File: src/rtl/alu_control_md.sv
`default_nettype none
// ============================================================================
// Module   : alu_control_md
// Summary  : ALU select decoder with an optional RV32M multiply/divide
//            sequencer. MUL* takes two cycles. DIV/REM uses a radix-2
//            restoring divider that produces one quotient bit per cycle.
// Revision : 1.0 - initial release
// ============================================================================
module alu_control_md #(
  parameter int XLEN  = 32,
  parameter int MD_EN = 1
) (
  input  logic            clk,
  input  logic            rst_n,
  input  logic            valid_i,
  input  logic [1:0]      alu_op,
  input  logic [2:0]      funct3,
  input  logic            funct7_5,
  input  logic            funct7_0,
  input  logic            flush_i,
  input  logic [XLEN-1:0] rs1_i,
  input  logic [XLEN-1:0] rs2_i,
  output logic [3:0]      alu_sel,
  output logic            stall_o,
  output logic            md_done_o,
  output logic [XLEN-1:0] md_result_o
);

  localparam logic [3:0] c_SEL_AND  = 4'b0000;
  localparam logic [3:0] c_SEL_OR   = 4'b0001;
  localparam logic [3:0] c_SEL_ADD  = 4'b0010;
  localparam logic [3:0] c_SEL_XOR  = 4'b0100;
  localparam logic [3:0] c_SEL_SUB  = 4'b0110;
  localparam logic [3:0] c_SEL_SLL  = 4'b0111;
  localparam logic [3:0] c_SEL_SRL  = 4'b1000;
  localparam logic [3:0] c_SEL_SRA  = 4'b1001;
  localparam logic [3:0] c_SEL_SLT  = 4'b1010;
  localparam logic [3:0] c_SEL_SLTU = 4'b1011;

  typedef enum logic [1:0] {
    S_IDLE = 2'd0,
    S_MUL  = 2'd1,
    S_DIV  = 2'd2,
    S_DONE = 2'd3
  } state_t;

  // Base ALU select decode from alu_op / funct3 / funct7[5]
  always_comb begin
    alu_sel = c_SEL_AND;
    case (alu_op)
      2'b00: alu_sel = c_SEL_ADD;
      2'b01: alu_sel = c_SEL_SUB;
      2'b10: begin
        case ({funct3, funct7_5})
          4'b0000: alu_sel = c_SEL_ADD;
          4'b0001: alu_sel = c_SEL_SUB;
          4'b1110: alu_sel = c_SEL_AND;
          4'b1100: alu_sel = c_SEL_OR;
          4'b1000: alu_sel = c_SEL_XOR;
          4'b0010: alu_sel = c_SEL_SLL;
          4'b1010: alu_sel = c_SEL_SRL;
          4'b1011: alu_sel = c_SEL_SRA;
          4'b0100: alu_sel = c_SEL_SLT;
          4'b0110: alu_sel = c_SEL_SLTU;
          default: alu_sel = c_SEL_AND;
        endcase
      end
      default: begin
        case (funct3)
          3'b000:  alu_sel = c_SEL_ADD;
          3'b111:  alu_sel = c_SEL_AND;
          3'b110:  alu_sel = c_SEL_OR;
          3'b100:  alu_sel = c_SEL_XOR;
          3'b001:  alu_sel = c_SEL_SLL;
          3'b010:  alu_sel = c_SEL_SLT;
          3'b011:  alu_sel = c_SEL_SLTU;
          3'b101:  alu_sel = funct7_5 ? c_SEL_SRA : c_SEL_SRL;
          default: alu_sel = c_SEL_AND;
        endcase
      end
    endcase
  end

  generate
    if (MD_EN != 0) begin : g_md
      localparam logic [5:0]      c_CNT_INIT = 6'(XLEN - 1);
      localparam logic [XLEN-1:0] c_MOST_NEG = {1'b1, {(XLEN-1){1'b0}}};

      state_t            r_state;
      state_t            w_next;
      logic [XLEN-1:0]   r_op_a;    // multiplicand, or dividend/quotient shift register
      logic [XLEN-1:0]   r_op_b;    // multiplier, or divisor magnitude
      logic [XLEN-1:0]   r_rem;
      logic [XLEN-1:0]   r_result;
      logic [5:0]        r_cnt;
      logic [1:0]        r_f3;
      logic              r_neg_q;
      logic              r_neg_r;

      logic              w_start;
      logic              w_div_signed;
      logic              w_rs1_neg;
      logic              w_rs2_neg;
      logic [XLEN-1:0]   w_abs1;
      logic [XLEN-1:0]   w_abs2;
      logic              w_div_zero;
      logic              w_div_ovf;
      logic              w_div_special;
      logic [XLEN-1:0]   w_special_res;
      logic [XLEN:0]     w_sub_in;
      logic [XLEN:0]     w_diff;
      logic              w_ge;
      logic [XLEN-1:0]   w_rem_nx;
      logic [XLEN-1:0]   w_quo_nx;
      logic [XLEN-1:0]   w_div_res;
      logic              w_a_signed;
      logic              w_b_signed;
      logic [2*XLEN-1:0] w_a_ext;
      logic [2*XLEN-1:0] w_b_ext;
      logic [2*XLEN-1:0] w_prod;
      logic [XLEN-1:0]   w_mul_res;

      // A new M op is only accepted from IDLE and never on a flushed cycle
      assign w_start = valid_i & (alu_op == 2'b10) & funct7_0 & ~flush_i & (r_state == S_IDLE);

      // Divide operand preparation: magnitudes and the single-cycle corner cases
      assign w_div_signed  = ~funct3[0];
      assign w_rs1_neg     = w_div_signed & rs1_i[XLEN-1];
      assign w_rs2_neg     = w_div_signed & rs2_i[XLEN-1];
      assign w_abs1        = w_rs1_neg ? -rs1_i : rs1_i;
      assign w_abs2        = w_rs2_neg ? -rs2_i : rs2_i;
      assign w_div_zero    = (rs2_i == '0);
      assign w_div_ovf     = w_div_signed & (rs1_i == c_MOST_NEG) & (rs2_i == '1);
      assign w_div_special = w_div_zero | w_div_ovf;
      assign w_special_res = w_div_zero ? (funct3[1] ? rs1_i : '1)
                                        : (funct3[1] ? '0    : rs1_i);

      // One restoring step: shift the next dividend bit into the partial remainder
      assign w_sub_in  = {r_rem, r_op_a[XLEN-1]};
      assign w_diff    = w_sub_in - {1'b0, r_op_b};
      assign w_ge      = ~w_diff[XLEN];
      assign w_rem_nx  = w_ge ? w_diff[XLEN-1:0] : {r_rem[XLEN-2:0], r_op_a[XLEN-1]};
      assign w_quo_nx  = {r_op_a[XLEN-2:0], w_ge};
      assign w_div_res = r_f3[1] ? (r_neg_r ? -w_rem_nx : w_rem_nx)
                                 : (r_neg_q ? -w_quo_nx : w_quo_nx);

      // Multiply: extend each operand per its signedness, then keep low or high half
      assign w_a_signed = (r_f3 == 2'b01) | (r_f3 == 2'b10);
      assign w_b_signed = (r_f3 == 2'b01);
      assign w_a_ext    = {{XLEN{w_a_signed & r_op_a[XLEN-1]}}, r_op_a};
      assign w_b_ext    = {{XLEN{w_b_signed & r_op_b[XLEN-1]}}, r_op_b};
      assign w_prod     = w_a_ext * w_b_ext;
      assign w_mul_res  = (r_f3 == 2'b00) ? w_prod[XLEN-1:0] : w_prod[2*XLEN-1:XLEN];

      // Sequencer state register
      always_ff @(posedge clk or negedge rst_n) begin
        if (!rst_n) begin
          r_state <= S_IDLE;
        end else begin
          r_state <= w_next;
        end
      end

      // Sequencer next-state logic
      always_comb begin
        w_next = r_state;
        case (r_state)
          S_IDLE: begin
            if (w_start) begin
              if (!funct3[2])         w_next = S_MUL;
              else if (w_div_special) w_next = S_DONE;
              else                    w_next = S_DIV;
            end
          end
          S_MUL:   w_next = flush_i ? S_IDLE : S_DONE;
          S_DIV: begin
            if (flush_i)              w_next = S_IDLE;
            else if (r_cnt == '0)     w_next = S_DONE;
          end
          default: w_next = S_IDLE;
        endcase
      end

      // Operand capture, divider iteration and result register
      always_ff @(posedge clk or negedge rst_n) begin
        if (!rst_n) begin
          r_op_a   <= '0;
          r_op_b   <= '0;
          r_rem    <= '0;
          r_result <= '0;
          r_cnt    <= '0;
          r_f3     <= '0;
          r_neg_q  <= 1'b0;
          r_neg_r  <= 1'b0;
        end else begin
          case (r_state)
            S_IDLE: begin
              if (w_start) begin
                r_f3  <= funct3[1:0];
                r_cnt <= c_CNT_INIT;
                r_rem <= '0;
                if (funct3[2]) begin
                  r_op_a  <= w_abs1;
                  r_op_b  <= w_abs2;
                  r_neg_q <= w_rs1_neg ^ w_rs2_neg;
                  r_neg_r <= w_rs1_neg;
                  if (w_div_special) r_result <= w_special_res;
                end else begin
                  r_op_a  <= rs1_i;
                  r_op_b  <= rs2_i;
                  r_neg_q <= 1'b0;
                  r_neg_r <= 1'b0;
                end
              end
            end
            S_MUL: begin
              if (!flush_i) r_result <= w_mul_res;
            end
            S_DIV: begin
              if (!flush_i) begin
                r_op_a <= w_quo_nx;
                r_rem  <= w_rem_nx;
                if (r_cnt != '0) r_cnt <= r_cnt - 6'd1;
                else             r_result <= w_div_res;
              end
            end
            default: ;
          endcase
        end
      end

      assign stall_o     = w_start | (r_state == S_MUL) | (r_state == S_DIV);
      assign md_done_o   = (r_state == S_DONE);
      assign md_result_o = r_result;
    end else begin : g_no_md
      logic w_unused_md;
      assign w_unused_md = ^{clk, rst_n, valid_i, funct7_0, flush_i, rs1_i, rs2_i};
      assign stall_o     = 1'b0;
      assign md_done_o   = 1'b0;
      assign md_result_o = '0;
    end
  endgenerate

endmodule
`default_nettype wire

File: config.mk
export PLATFORM = sky130hd
export DESIGN_NAME = alu_control_md
export DESIGN_NICKNAME = d
export VERILOG_FILES = /design/src/rtl/alu_control_md.sv
export SDC_FILE = /design/constraint.sdc
export NUM_CORES = 2
export LEC_CHECK = 0
export CORE_MARGIN = 8
export CORE_UTILIZATION = 30
export DETAILED_ROUTE_END_ITERATION = 8
export GPL_ROUTABILITY_DRIVEN = 0
export PLACE_DENSITY_LB_ADDON = 0.1
export REMOVE_ABC_BUFFERS = 1
export SYNTH_ARGS = -nofsm -noshare
export SYNTH_HDL_FRONTEND = slang
export SYNTH_SLANG_ARGS = --single-unit
File: constraint.sdc
create_clock -name clk -period 7.9 [get_ports clk]
set_input_delay 0.79 -clock clk [delete_from_list [all_inputs] [get_ports clk]]
set_output_delay 0.79 -clock clk [all_outputs]
set_load 0.02 [all_outputs]
# Yosys cells after proc, flatten, opt, wreduce, memory -nomap -nowiden
# Memories as Yosys holds them, arrays and structs flattened.
# Cells that the tools add are included.
[totals]
register_bits = 140
rom_bits = 64
in_bits = 75
wordCells = 114
n_memories = 1
[op_classes]
addsub = 6
multipliers = 1
eq_ne = 24
mux = 41
bitwise_logic = 18
reduce_logical = 14
[memory_table]
columns = ["name", "depth", "width", "read_ports", "rd_clocked_by_memory_dff", "write_ports", "line_no", "rtl"]
rows = [
  ["(name not given)", 16, 4, 1, 0, 0, "54", "case ({funct3, funct7_5})"],
]
[ops]
columns = ["op", "count"]
rows = [
  ["$mux 32", 22],
  ["$neg 32->32", 4],
  ["$pmux 32 s2", 2],
  ["$pmux 32 s3", 1],
  ["$eq 32x32->1 const B", 2],
  ["$mul 33x33->64", 1],
  ["$sub 33x32->33", 1],
  ["$logic_not 32->1", 1],
  ["$pmux 4 s8", 1],
  ["$mux 6", 3],
  ["$ne 2x2->1 const B", 7],
  ["$eq 3x3->1 const B", 4],
  ["$pmux 4 s3", 1],
  ["$pmux 6 s2", 1],
  ["$and 1x1->1", 10],
  ["$mux 2", 5],
  ["$eq 2x2->1 const B", 4],
  ["$reduce_and 7->1", 1],
  ["$eq 2x1->1 const B", 3],
  ["$eq 3x2->1 const B", 2],
  ["$logic_not 2->1", 3],
  ["$logic_not 6->1", 1],
  ["$pmux 2 s3", 1],
  ["$reduce_bool 6->1", 1],
  ["13 further kinds", 22],
]

# Logic depth before layout (Yosys ltp)
[depth]
word_depth = 8
mapped_depth = 34
ltp_nobuf = 31

# Worst setup path after synthesis
# No wires, ideal clock.
[synth_path]
kind = "register to register"
start = "reg g_md.r_f3[1]"
end = "reg g_md.r_result[31] (netlist: md_result_o[31])"
setup_time_ns = 0.076
arrival_ns = 8.578
required_ns = 7.824
path_slack_ns = -0.754
stages_incl_launch_ff = 33
synth_period_minus_slack_ns = 8.654
path_cell_list = "dfrtp_1 > inv_1 > clkbuf_1 > ha_1 > and2_1 > clkbuf_1 > clkbuf_1 > nand2_1 > inv_1 > fa_1 > inv_1 > fa_1 > inv_1 > fa_1 > inv_1 > fa_1 > fa_1 > fa_1 > fa_1 > fa_1 > inv_1 > ha_1 > a21o_1 > a21o_1 > a21oi_1 > o21ai_0 > a21oi_1 > and3b_1 > o211ai_1 > a2111oi_0 > nor3b_1 > a2bb2oi_1 > o21ai_1"
[synth_between]
elab_chain_cells = 7
[synth_rtl]
columns = ["element", "line_no", "rtl"]
rows = [
  ["from (decl)", "96", "logic [1:0] r_f3;"],
  ["from (signal assigned)", "199", "r_f3 <= funct3[1:0];"],
  ["$eq 2x1->1 or $eq 2x2->1 (tied branches)", "148, 149", ""],
  ["$or 1x1->1", "148", "assign w_a_signed = (r_f3 == 2'b01) | (r_f3 == 2'b10);"],
  ["$and 1x1->1", "150", "assign w_a_ext = {{XLEN{w_a_signed & r_op_a[XLEN-1]}}, r_op_a};"],
  ["$mul 33x33->64", "152", "assign w_prod = w_a_ext * w_b_ext;"],
  ["$mux 32", "153", "assign w_mul_res = (r_f3 == 2'b00) ? w_prod[XLEN-1:0] : w_prod[2*XLEN-1:XLEN];"],
  ["$mux 32", "217", "if (!flush_i) r_result <= w_mul_res;"],
  ["$pmux 32 s3 (*)", "196", "case (r_state)"],
  ["to (signal assigned)", "207", "if (w_div_special) r_result <= w_special_res;"],
  ["to (signal assigned)", "217", ""],
  ["to (signal assigned)", "224", "else r_result <= w_div_res;"],
  ["to (decl)", "94", "logic [XLEN-1:0] r_result;"],
]
# Every way passes the cells marked *; elsewhere a longest branch is shown, timed or not. The select of a mux whose other input is x is not followed.
# A chain may end at the register's enable or synchronous reset.

# Final worst setup path
[layout_path]
start = "reg g_md.r_op_a[16]"
end = "reg g_md.r_result[15] (netlist: md_result_o[15])"
[layout_between]
elab_chain_cells = 4
[layout_rtl]
columns = ["element", "line_no", "rtl"]
rows = [
  ["from (decl)", "91", "logic [XLEN-1:0] r_op_a;"],
  ["from (signal assigned)", "203", "r_op_a <= w_abs1;"],
  ["from (signal assigned)", "209", "r_op_a <= rs1_i;"],
  ["from (signal assigned)", "221", "r_op_a <= w_quo_nx;"],
  ["$mul 33x33->64", "152", ""],
  ["$mux 32", "153", ""],
  ["$mux 32", "217", ""],
  ["$pmux 32 s3", "196", ""],
]
# No other way between the ends. The select of a mux whose other input is x is not followed.

==> results summary <==
The run finished, with violations left. The checks that failed: setup timing. In this run the worst hold path is classified as primary input to async pin.

In this run the vertical extent of the chip is 430 um. The maximum clock frequency is 126 MHz. After synthesis, the share of flip-flops with an asynchronous set or reset is 100%. The TritonCTS clock tree is done.

The number of failing hold endpoints at the final stage came out at 0. The maximum root-to-sink buffer count came out at 2. The worst setup path is captured at a flip-flop. The sink count of the clock tree came out at 140. The area added between synthesis and finish is 20.9%.

The share of the synthesized netlist area taken by xor and xnor gates came out at approximately 3.3%. In the finished design, the share of the clock period the worst path needs comes to 101%. Once the floorplan was initialized, standard cells occupied 30.2% of the core. The cell with the most instances after synthesis is sky130_fd_sc_hd__inv_1.

Global routing used 2.13% of the available met3 tracks. The synthesized netlist devotes around 16% of its cell area to simple gates. After detailed routing, the number of vias per cell comes to 4.92. The count of yosys warnings during synthesis came out at 0. For met2 alone, demand over resource in global routing was between 30% and 40%.

The clock period minus final worst setup slack came out at 7.95 ns. Setup violations remaining at the end of the flow were counted as 2. The mean instance size in the synthesized netlist came out at 8.44 sq um.

The share of the synthesized area in the top cell type came out at 43.9%. The worst slack on hold paths came out at 0.342 ns. Of all cell types, the one taking the most synthesized area is sky130_fd_sc_hd__fa_1. The count of pins over their slew limit came to 0.

Summing every instance area after synthesis gives 51300 sq um. Timing analysis after detailed placement gives a worst setup slack of -0.710 ns. The detail route stage leaves a number of antenna-violating nets equal to 0. The routed length per instance is between 20 and 25 um. Across the routed clock network, the largest skew measured is 0.0309 ns. Setup repair after global routing could not meet its margin everywhere.

The commonest register cell after synthesis is sky130_fd_sc_hd__dfrtp_1. The net count of the finished layout is 7973. The total I/O pin count came out at ~110.

The DRC violation count after routing came out at 0. The stage delay of the slowest cell on the critical path came out at 0.60 ns. The most common cell type on the critical path is sky130_fd_sc_hd__fa_1. The placed wire-length estimate came out at 176000 um. The first global-routing pass estimated 308000 um of wire. The largest individual stage delay along the critical path comes from the cell sky130_fd_sc_hd__dfrtp_4. The endpoint arrival time on the critical path came out at 8.36 ns.

The dominant combinational cell family by area after synthesis is adder cells. Of the post-synthesis cell area, the part taken by muxes is 1.00%. The master cell of the clock root buffer is sky130_fd_sc_hd__clkbuf_16. The critical path is of the flip-flop to flip-flop type. The H-tree level count is 4. For this design, the CTS-stage hold fixing added 0 buffers.

The total of max-cap violations came out at 0. After clock tree synthesis, the clock-pin slew on the worst setup and hold paths is 0.09 ns. The total vias in the final route is 43000.

The aggregate global routing overflow is 0. After synthesis, flip-flops and latches occupy just under 7% of the total area. The die outline width came out at 430 um.

The core region is 170000 sq um. The worst-path maximum fanout is 6. The post-synthesis compound-gate area fraction came out at 10.0%.

The number of instances in the synthesized netlist is 6077. The number of iterations in the first detailed-routing pass came out at 5. The transition time at the pin with the least slew margin came out at 1.32 ns. After synthesis, the cell types taking the most area are sky130_fd_sc_hd__fa_1, sky130_fd_sc_hd__inv_1, sky130_fd_sc_hd__nand2_1. The number of different library cells used by synthesis comes to 104.

Cells with a size suffix above 1 make up between 15 and 20% of the layout. After detailed routing, the total wire length is 206000 um. The number of antenna violations at the first check in global routing came out at 14.

The pin count of the biggest net entering global routing is 84. The number of design-rule violations left by the first detailed-router iteration is 2855. The most heavily used metal layer in global routing is met2. The floorplan step defined a die boundary enclosing roughly 180000 sq um. The commonest cells after synthesis are sky130_fd_sc_hd__inv_1, sky130_fd_sc_hd__fa_1, sky130_fd_sc_hd__nand2_1, sky130_fd_sc_hd__clkbuf_1, sky130_fd_sc_hd__ha_1.

The setup slack after layout is -0.0548 ns. In this run, CTS created clock tree buffers numbering 17. The number of global-route vias before repair came out at roughly 46000. The number of placement rows came out at 151. The synthesized flop and latch total came out at 140. The startpoint kind of the worst setup timing path is a flip-flop. The global-route met1 utilization came out at 29.5%. The insertion delay to the later sink of the worst-skew pair came out at 0.54 ns.

In this run the tool buffered the top-level ports with 112 buffer cells. The total routing resource utilization after global routing came out at ~22%. At the worst endpoint, the required time is 8.30 ns.

The cell depth of the worst flop-to-flop path came out at 30. The number of enable flip-flop cells after synthesis came out at 0. The worst slew margin relative to its limit came out at 11.6%.

Summing the areas of all fa, ha and maj instances in the mapped netlist gives 50.4% of the synthesized area.
==> final timing paths <==
check | from | endpoint | slack, ns
worst max-delay path | g_md.r_op_a[16] | md_result_o[15] | -0.05
worst min-delay path | rst_n | g_md.r_state[0] | 0.34
worst max register to register | g_md.r_op_a[16] | md_result_o[15] | -0.05
worst min register to register | g_md.r_neg_r | g_md.r_neg_r | 0.49
max in group asynchronous | rst_n | g_md.r_op_a[16] | 5.78
min in group clk | g_md.r_neg_r | g_md.r_neg_r | 0.49
==> metal layers <==
metal,part of all wire (%),wire length (um)
met1,44,89600
met2,49,101000
met3,3.7,7540
met4,3.5,7280
met5,0.012,25
==> worst max-delay path, delay by kind of cell, from the launching register on <==
family / cells / cell delay (ns)
adder cells (fa/ha/maj): 9 / 4.33
AO/OA/AOI/OAI: 8 / 1.49
buffers and inverters: 9 / 0.84
flip-flops: 1 / 0.60
AND/OR/NAND/NOR: 3 / 0.38
XOR/XNOR: 1 / 0.19
==> cell usage in the layout (no fill, tap or decap), drive strengths merged, types with 24 or more instances in the layout <==
master / synthesis / routed
nor3: 46 / 46
nor2: 251 / 251
inv: 1270 / 1275
dfrtp: 140 / 140
o22ai: 38 / 38
clkdlybuf4s50: 0 / 111
xnor2: 110 / 110
mux2i: 40 / 40
o211ai: 29 / 29
nand3: 53 / 53
nand4: 24 / 24
o21ai: 240 / 240
ha: 262 / 262
fa: 1126 / 1126
a21o: 57 / 57
xor2: 81 / 81
and3: 35 / 35
and2: 242 / 242
a31oi: 24 / 24
nand2: 1058 / 1058
or3: 32 / 32
a21oi: 207 / 207
nor4: 24 / 24
buf: 65 / 665
==> state kept, by name (all words and copies together) (netlist names) <==
| name | count |
|---|---|
| g_md.r_cnt | 6 |
| g_md.r_f3 | 2 |
| g_md.r_neg_q | 1 |
| g_md.r_neg_r | 1 |
| g_md.r_op_a | 32 |
| g_md.r_op_b | 32 |
| g_md.r_rem | 32 |
| g_md.r_state | 2 |
| md_result_o | 32 |
==> cells by family (layout without fill, tap and decap cells) <==
| group | after synthesis | in the layout |
|---|---|---|
| other | 0 | 5 |
| xor gates and xnor gates | 191 | 191 |
| muxes | 49 | 49 |
| AOI/OAI and AO/OA | 802 | 802 |
| buffers and inverters | 1636 | 2082 |
| and+or+nand+nor | 1865 | 1865 |
| adders and majority gates | 1394 | 1394 |
| DFF | 140 | 140 |
==> metrics by stage <==
stage	setup TNS, ns	area, sq um	instances	utilization, %
floorplan	-13.34	49900	5713	-
global placement	-9.20	59400	8656	35.0
detailed placement	-10.75	59400	8656	35.0
CTS	-0.576	61000	8708	35.9
global route	-4.94	62000	8741	36.5
finish	-0.0706	62000	8746	36.6
==> layout make-up <==
type                            instances  area (sq um)
Antenna cell                            5          12.5
Fill cell                           17700        108000
Clock buffer                           19           453
Multi-Input combinational cell       4301         42900
Sequential cell                       140          3530
Inverter                             1272          4800
Clock inverter                         13           151
Timing Repair Buffer                  778          7390
Tap cell                             2218          2780
==> what timing repair did <==
action,in CTS,in global routing
resized for setup,198,214
buffers inserted,22,36
pin swaps,136,169
gates cloned,0,2
endpoints found under the setup margin,31,31
Power is left out: the tool's default activity adds up to more than one toggle a clock period on the data nets, which glitch-free logic cannot reach.
